File: config.mk
export PLATFORM = sky130hd
export DESIGN_NAME = if_fetch_unit
export DESIGN_NICKNAME = d
export VERILOG_FILES = /design/src/rtl/if_fetch_unit.sv
export SDC_FILE = /design/constraint.sdc
export NUM_CORES = 1
export LEC_CHECK = 0
export CORE_MARGIN = 2
export CORE_UTILIZATION = 47
export CTS_CLUSTER_SIZE = 25
export DETAILED_ROUTE_END_ITERATION = 7
export GPL_TIMING_DRIVEN = 0
export PLACE_DENSITY_LB_ADDON = 0.3
export RECOVER_POWER = 100
export SYNTH_ARGS = -nofsm -noshare
export SYNTH_HDL_FRONTEND = slang
export SYNTH_SLANG_ARGS = --single-unit
File: constraint.sdc
create_clock -name i_clk -period 4.25 [get_ports i_clk]
set_clock_uncertainty 0.1 [all_clocks]
set_input_delay 0.85 -clock i_clk [delete_from_list [all_inputs] [get_ports i_clk]]
set_output_delay 0.85 -clock i_clk [all_outputs]
set_load 0.005 [all_outputs]
File: src/rtl/if_fetch_unit.sv
// Instruction fetch producer: owns the PC, issues word requests to instruction memory,
// buffers in-order responses in a 2-entry FIFO and presents the head to the IF/ID register.
module if_fetch_unit #(
  parameter logic [31:0] RESET_PC  = 32'h0000_0000,
  parameter logic [31:0] NOP_INSTR = 32'h0000_0013
) (
  input  logic        i_clk,
  input  logic        i_resetn,
  input  logic        i_we,
  input  logic        i_redirect,
  input  logic [31:0] i_redirect_pc,
  output logic        o_imem_req,
  output logic [31:0] o_imem_addr,
  input  logic        i_imem_gnt,
  input  logic        i_imem_rvalid,
  input  logic [31:0] i_imem_rdata,
  output logic        o_if_valid,
  output logic [31:0] o_if_pc,
  output logic [31:0] o_if_p4,
  output logic [31:0] o_if_instr
);

  localparam int unsigned XLEN  = 32;
  localparam int unsigned DEPTH = 2;
  localparam int unsigned CW    = 2;

  logic [XLEN-1:0] fetch_pc;

  // In-order tag queue: PC of each granted but not yet answered request
  logic [XLEN-1:0] tag_pc [DEPTH];
  logic            tag_wr;
  logic            tag_rd;
  logic [CW-1:0]   outstanding;
  logic [CW-1:0]   kill;

  logic [XLEN-1:0] fifo_pc    [DEPTH];
  logic [XLEN-1:0] fifo_instr [DEPTH];
  logic            fifo_wr;
  logic            fifo_rd;
  logic [CW-1:0]   fifo_count;

  logic [CW:0]     credits_used;
  logic            grant;
  logic            resp;
  logic            kill_dec;
  logic            push;
  logic            pop;
  logic [CW-1:0]   outstanding_nxt;
  logic [XLEN-1:0] head_pc;

  // Request credit and handshake decode
  always_comb begin
    credits_used    = {1'b0, outstanding} + {1'b0, fifo_count};
    o_imem_req      = i_resetn && !i_redirect && (credits_used < (CW+1)'(DEPTH));
    o_imem_addr     = fetch_pc;
    grant           = o_imem_req && i_imem_gnt;
    resp            = i_imem_rvalid && (outstanding != '0);
    kill_dec        = resp && (kill != '0);
    push            = resp && !kill_dec && !i_redirect;
    pop             = o_if_valid && i_we && !i_redirect;
    outstanding_nxt = outstanding + CW'(grant) - CW'(resp);
  end

  // FIFO head presented directly to IF/ID
  always_comb begin
    head_pc    = fifo_pc[fifo_rd];
    o_if_valid = (fifo_count != '0);
    o_if_pc    = '0;
    o_if_p4    = '0;
    o_if_instr = NOP_INSTR;
    if (o_if_valid) begin
      o_if_pc    = head_pc;
      o_if_p4    = head_pc + XLEN'(4);
      o_if_instr = fifo_instr[fifo_rd];
    end
  end

  always_ff @(posedge i_clk or negedge i_resetn) begin
    if (!i_resetn) begin
      fetch_pc <= RESET_PC;
    end else if (i_redirect) begin
      fetch_pc <= i_redirect_pc & ~XLEN'(3);
    end else if (grant) begin
      fetch_pc <= fetch_pc + XLEN'(4);
    end
  end

  // Outstanding/kill accounting; a redirect condemns every request still in flight
  always_ff @(posedge i_clk or negedge i_resetn) begin
    if (!i_resetn) begin
      tag_wr      <= 1'b0;
      tag_rd      <= 1'b0;
      outstanding <= '0;
      kill        <= '0;
    end else begin
      if (grant) tag_wr <= ~tag_wr;
      if (resp)  tag_rd <= ~tag_rd;
      outstanding <= outstanding_nxt;
      if (i_redirect) begin
        kill <= outstanding_nxt;
      end else if (kill_dec) begin
        kill <= kill - CW'(1);
      end
    end
  end

  always_ff @(posedge i_clk) begin
    if (grant) tag_pc[tag_wr] <= fetch_pc;
  end

  always_ff @(posedge i_clk or negedge i_resetn) begin
    if (!i_resetn) begin
      fifo_wr    <= 1'b0;
      fifo_rd    <= 1'b0;
      fifo_count <= '0;
    end else if (i_redirect) begin
      fifo_wr    <= 1'b0;
      fifo_rd    <= 1'b0;
      fifo_count <= '0;
    end else begin
      if (push) fifo_wr <= ~fifo_wr;
      if (pop)  fifo_rd <= ~fifo_rd;
      fifo_count <= fifo_count + CW'(push) - CW'(pop);
    end
  end

  always_ff @(posedge i_clk) begin
    if (push) begin
      fifo_pc[fifo_wr]    <= tag_pc[tag_rd];
      fifo_instr[fifo_wr] <= i_imem_rdata;
    end
  end

  a_outstanding_max: assert property (@(posedge i_clk) disable iff (!i_resetn)
    outstanding <= CW'(DEPTH));
  a_credit_max: assert property (@(posedge i_clk) disable iff (!i_resetn)
    credits_used <= (CW+1)'(DEPTH));
  a_kill_le_outstanding: assert property (@(posedge i_clk) disable iff (!i_resetn)
    kill <= outstanding);

endmodule

* Word-level counts from Yosys, hierarchy flattened
Memory sizes are Yosys's and may differ from the RTL's. Cells that the tools add are included.
Storage, ports and cells: logic and storage cells 58, bits of input ports 70, memories 3, output and inout bits 130, bits in registers 42, memory bits (writable) 192
Memories:
- fifo_instr | depth 2, width 32, rd ports 1, clocked after Yosys merged registers in 0, wr ports 1, RTL line 37 | logic [XLEN-1:0] fifo_instr [DEPTH];
- fifo_pc | depth 2, width 32, rd ports 1, clocked after Yosys merged registers in 0, wr ports 1, RTL line 36 | logic [XLEN-1:0] fifo_pc [DEPTH];
- tag_pc | depth 2, width 32, rd ports 1, clocked after Yosys merged registers in 0, wr ports 1, RTL line 30 | logic [XLEN-1:0] tag_pc [DEPTH];
Operators by class: bitwise logic cells 4, add/subtract/negate cells 8, $lt $le $gt $ge 1, multiplexer cells 16, reductions and logical operators 18
Operators with widths (number):
- $mux 32 | 5
- $add 32x3->32 const B | 2
- $reduce_bool 2->1 | 7
- $logic_and 1x1->1 | 9
- $mux 1 | 8
- $mux 2 | 3
- $add 2x1->2 | 2
- $not 1->1 | 4
- $sub 2x1->2 | 2
- $add 2x2->3 | 1
- $lt 3x2->1 const B | 1
- $logic_not 1->1 | 2
- $sub 2x1->2 const B | 1

* Logic depth before layout (Yosys ltp)
depth after elaboration 9, gate-level depth with buffers 14, mapped depth without buffers 12

* Worst setup path after synthesis
OpenSTA, ideal clock, no wires.
path kind input to register, from input port i_redirect, to memory fifo_instr[0][0], enable pin, stages 5, required time 3.668 ns, path buffers 2, setup time 0.482 ns, arrival time 4.106 ns, setup slack -0.438 ns, cell sequence buf_2 -> inv_1 -> clkbuf_1 -> nand3_1 -> nor2_1
Between the ends: word-level cells in the longest chain between the ends 4
Ends and longest elaborated chain:
- start: declaration | RTL line 10 | input logic i_redirect,
- $logic_not 1->1 | RTL line 59 | push = resp && !kill_dec && !i_redirect;
- $logic_and 1x1->1 | RTL line 59
- $mux 1 | RTL line 128 | if (push) begin
- $mux 1 (not written as such) | RTL line 130 | fifo_instr[fifo_wr] <= i_imem_rdata;
- end: declaration | RTL line 37
No other way between the ends.

* Worst setup path in the final report
from register fifo_rd, to output port o_if_p4[27]
Between the ends: word-level cells in the longest chain between the ends 3
Ends and longest elaborated chain:
- start: declaration | RTL line 39 | logic fifo_rd;
- start signal: assignment | RTL line 122 | if (pop) fifo_rd <= ~fifo_rd;
- $mem_v2 2x32
- $add 32x3->32 | RTL line 73 | o_if_p4 = head_pc + XLEN'(4);
- $mux 32 | RTL line 71 | if (o_if_valid) begin
- end: declaration | RTL line 19 | output logic [31:0] o_if_p4,
No other way between the ends.

==> run_results.csv <==
group,metric,value,unit
layout,post_route_cells_drive_above_1_share,0.09293,
pwr,clkPwrFrac,0.293,
synth,postSynth.topFlopCell,"sky130_fd_sc_hd__edfxtp_1",
setup_path,worstReg2RegEnd,"kill[1]",
detailed_routing,postRouteAntennaNets,0,
setup_path,worstPathBufferInverterCount,3,
layout,antennaDiodeCount,0,
sta,final-hold-violation-count,0,
placed_design,place.gp.congestion,0.8554,
synth,ys_async_sr_fraction,0.1786,
setup_path,worst_path_max_delay_cell,"sky130_fd_sc_hd__nor4_1",
setup_path,crit_start,"fifo_rd",
clock_network,reg_clk_slew_reported_paths,60,ps
synth,ys_seq_area_frac,0.6339,
placed_design,placement.setup.worst_slack,-53.23,ps
clock_network,cts_made_buffers,24,
sta,tightestPinTransition,1635,ps
setup_path,cp-end-kind,"output port",
layout,num-fill-cells,1701,
setup_path,worstPathMaxFanout,7,
layout,growth_of_design_area_from_synthesis_to_finish,30.46,%
synth,mappedNetlistArea,10290,um^2
sta,rsz0062_at_grt,"no",
detailed_routing,route.detailed.wl_per_inst,19.43,um
clock_network,clock-sinks,224,
setup_path,critical_path_class,"reg2out",
synth,synth-simple-area-share,0.1310,
setup_path,data_required_time_of_the_critical_path,3300,ps
synth,synth-xor-area-share,0.01702,
setup_path,worst_path_dominant_cell_family,"simple AND/OR/NAND/NOR gates",
floorplan,start_util,0.4747,
setup_path,arrival_time_of_the_worst_setup_path,3200,ps
status,run_status,"finished, violations left",
floorplan,fp.dieArea,23100,um^2
pwr,cellPowerDensity,489.1,nW/um^2
min_path,timing.hold.worst.class,"in2async",
floorplan,chipHeight,152,um
pwr,total_leakage_power,4.844,nW
placed_design,port_buffers,190,
job,cap_viol_max_count,2,
clock_network,cts_tree,"done",
detailed_routing,remaining_drc_errors,0,
placed_design,placedInstanceArea,12640,um^2
layout,final_nets,1096,
sta,report.final.setup_viol,0,
detailed_routing,vias,7397,
global_routing,grt_max_degree,38,
setup_path,crit_path_cell_trace,"buf_6 -> clkbuf_2 -> nand2b_1 -> o22ai_4 -> nand3_2 -> nor4_1 -> mux2_1 -> clkdlybuf4s50_1",
clock_network,cts.hold.buffers_added,0,
pwr,maximum_vdd_drop,0.3113,mV
global_routing,grt_antenna_before_repair,0,
clock_network,max-clock-path-buffers,3,
pwr,switching_share,0.2914,
pwr,p_switching,1.914,mW
setup_path,reg2reg_depth,14,
clock_network,clock_insertion_delay_worst_skew,510,ps
setup_path,reg2reg_slack,420,ps
floorplan,core,21690,um^2
detailed_routing,drt_first_pass_iters,5,
sta,finalMaxSlewViolations,64,
sta,totalNegativeSetupSlack,0,ps
floorplan,std_cell_rows,54,
synth,yosysWarnings,0,
synth,postSynthCellCount,784,
setup_path,crit_path_start_kind,"register",
global_routing,grtUsageTotal,0.2168,
placed_design,dp_hpwl,17740,um
sta,layout_min_cycle_time,4148,ps
global_routing,global_route_wire_length_before_repair,40200,um
setup_path,worstReg2RegStart,"outstanding[0]",
sta,post-route-worst-setup-slack,101.8,ps
setup_path,critical_path.max_stage_delay,490,ps
synth,post_synth_mux_area_share,0.09528,
synth,fraction_of_the_mapped_netlist_area_in_compound_gates,0.08143,
synth,synth_enable_flop_cells,184,
clock_network,cts.root.buffer_cell,"sky130_fd_sc_hd__clkbuf_16",
clock_network,cts_max_level,1,
detailed_routing,drt_wl_total,25510,um
synth,post_synth.cell_area_avg,13.13,um^2
pwr,power.internal,4.654,mW
synth,synth.distinct_cells,72,
status,violations,"max-capacitance violations, max-slew violations",
layout,final_core_util,0.6192,
floorplan,fp.dieW,152,um
floorplan,io_pins,200,
global_routing,first_global_vias,7315,
synth,synth-adder-area-share,0.01045,
global_routing,grt.overflow.total,0,
layout,finalInstanceArea,13430,um^2
sta,ratio_of_final_minimum_period_to_clock_period,0.9760,
detailed_routing,drt-vias-per-instance,5.634,
detailed_routing,initialDrtViolationCount,582,
synth,synth-seq-cells,224,
sta,relSlewSlack,-0.09108,
pwr,comb_power_share,0.275,
synth,synth_top_family_by_area,"simple AND/OR/NAND/NOR gates",
pwr,share_seq_of_total_power,0.432,
sta,peak_freq,0.2411,GHz
area by class of cell:
type | instances | area (um^2) | share of cell area
Buffer | 45 | 262.8 | 0.01956
Clock inverter | 8 | 62.56 | 0.004658
Inverter | 12 | 45.04 | 0.003354
Timing Repair Buffer | 204 | 2002 | 0.1491
Tap cell | 280 | 350.3 | 0.02609
Multi-Input combinational cell | 507 | 3526 | 0.2625
Clock buffer | 33 | 655.6 | 0.04882
Sequential cell | 224 | 6526 | 0.4859
worst max path at each step:
stage	endpoint	slack [ps]	depth (start not counted)
5_1_grt	o_if_instr[30]	8	8
4_1_cts	o_if_p4[18]	9	11
6_report	o_if_p4[27]	100	8
3_3_place_gp	fifo_instr[1][19]	-2330	5
2_1_floorplan	fifo_instr[0][0]	-440	5
3_5_place_dp	o_if_p4[30]	-50	11
power groups by stage:
stage	Sequential, mW	Clock, mW	Combinational (mW)
global placement	2.88	0	1.84
CTS	2.84	1.95	1.93
finish	2.84	1.92	1.81
global route	2.86	2.03	1.97
detailed placement	2.88	0	1.89
floorplan	2.83	0	1.02
cells by family after synthesis:
kind of cell / Yosys count
mux: 93
compound gates: 116
fa+ha+maj: 8
flops: 224
simple gates: 264
buf+inv: 58
xor+xnor: 20
other cells: 1
sequential cells by signal, summed over array words and instances (netlist names), 2 cells and up:
name and cells:
o_imem_addr 30, kill 2, fifo_instr 64, fifo_pc 60, fifo_count 2, tag_pc 60, outstanding 2
cells in the mapped netlist, types with 14 or more instances:
| library cell | count | share of area |
|---|---|---|
| sky130_fd_sc_hd__nand3_1 | 24 | 0.012 |
| sky130_fd_sc_hd__and2_1 | 14 | 0.0085 |
| sky130_fd_sc_hd__edfxtp_1 | 184 | 0.54 |
| sky130_fd_sc_hd__nand2_1 | 66 | 0.024 |
| sky130_fd_sc_hd__xnor2_1 | 15 | 0.013 |
| sky130_fd_sc_hd__mux2_2 | 37 | 0.040 |
| sky130_fd_sc_hd__mux2i_1 | 53 | 0.052 |
| sky130_fd_sc_hd__o21ai_0 | 27 | 0.013 |
| sky130_fd_sc_hd__dfrtp_1 | 40 | 0.097 |
| sky130_fd_sc_hd__a21oi_1 | 16 | 0.0078 |
| sky130_fd_sc_hd__o211ai_1 | 14 | 0.010 |
| sky130_fd_sc_hd__nor2_1 | 88 | 0.032 |
layout by cell type, fill, tap and decap left out, drive strengths merged, types with 4 or more instances in the layout:
cell type	n
clkinv	7
xor2	5
o311ai	8
nand4	16
nor4	6
inv	11
a31oi	7
a32oi	4
clkdlybuf4s50	75
nand2b	4
o31ai	4
xnor2	15
or3	4
nor2b	5
nand2	67
a32o	4
nand3b	5
dlygate4sd3	112
mux2	40
conb	6
nor3	11
clkbuf	65
and2	14
nor2	88
buf	28
edfxtp	184
o211ai	14
a21oi	17
mux2i	53
dfrtp	40
ha	7
o21a	4
nand3	25
a221o	4
o21ai	27
and3	9
what timing repair did:
action | 4_1_cts | 5_1_grt
pin swaps | 0 | 1
buffers inserted | 10 | 1
resized for setup | 14 | 8
endpoints found under the setup margin | 44 | 12
metrics by stage:
stage / instances / power, mW / hold slack, ps
after detailed placement: 1262 / 4.766 / 443.0
after global routing: 1313 / 6.868 / 135.4
after floorplan: 789 / 3.843 / 360.8
after CTS: 1312 / 6.719 / 52.32
final: 1313 / 6.569 / 128.1
after global placement: 1259 / 4.724 / 380.2
metal layers:
metal  up-vias  GRT usage  routed length [um]
li1       3418          -                   -
met3        54    0.03109                1674
met2       337     0.3539               12130
met1      3588     0.3026               11070
met5         -          0                   0
met4         0    0.06898                 633
(Power assumes the default switching activity.)
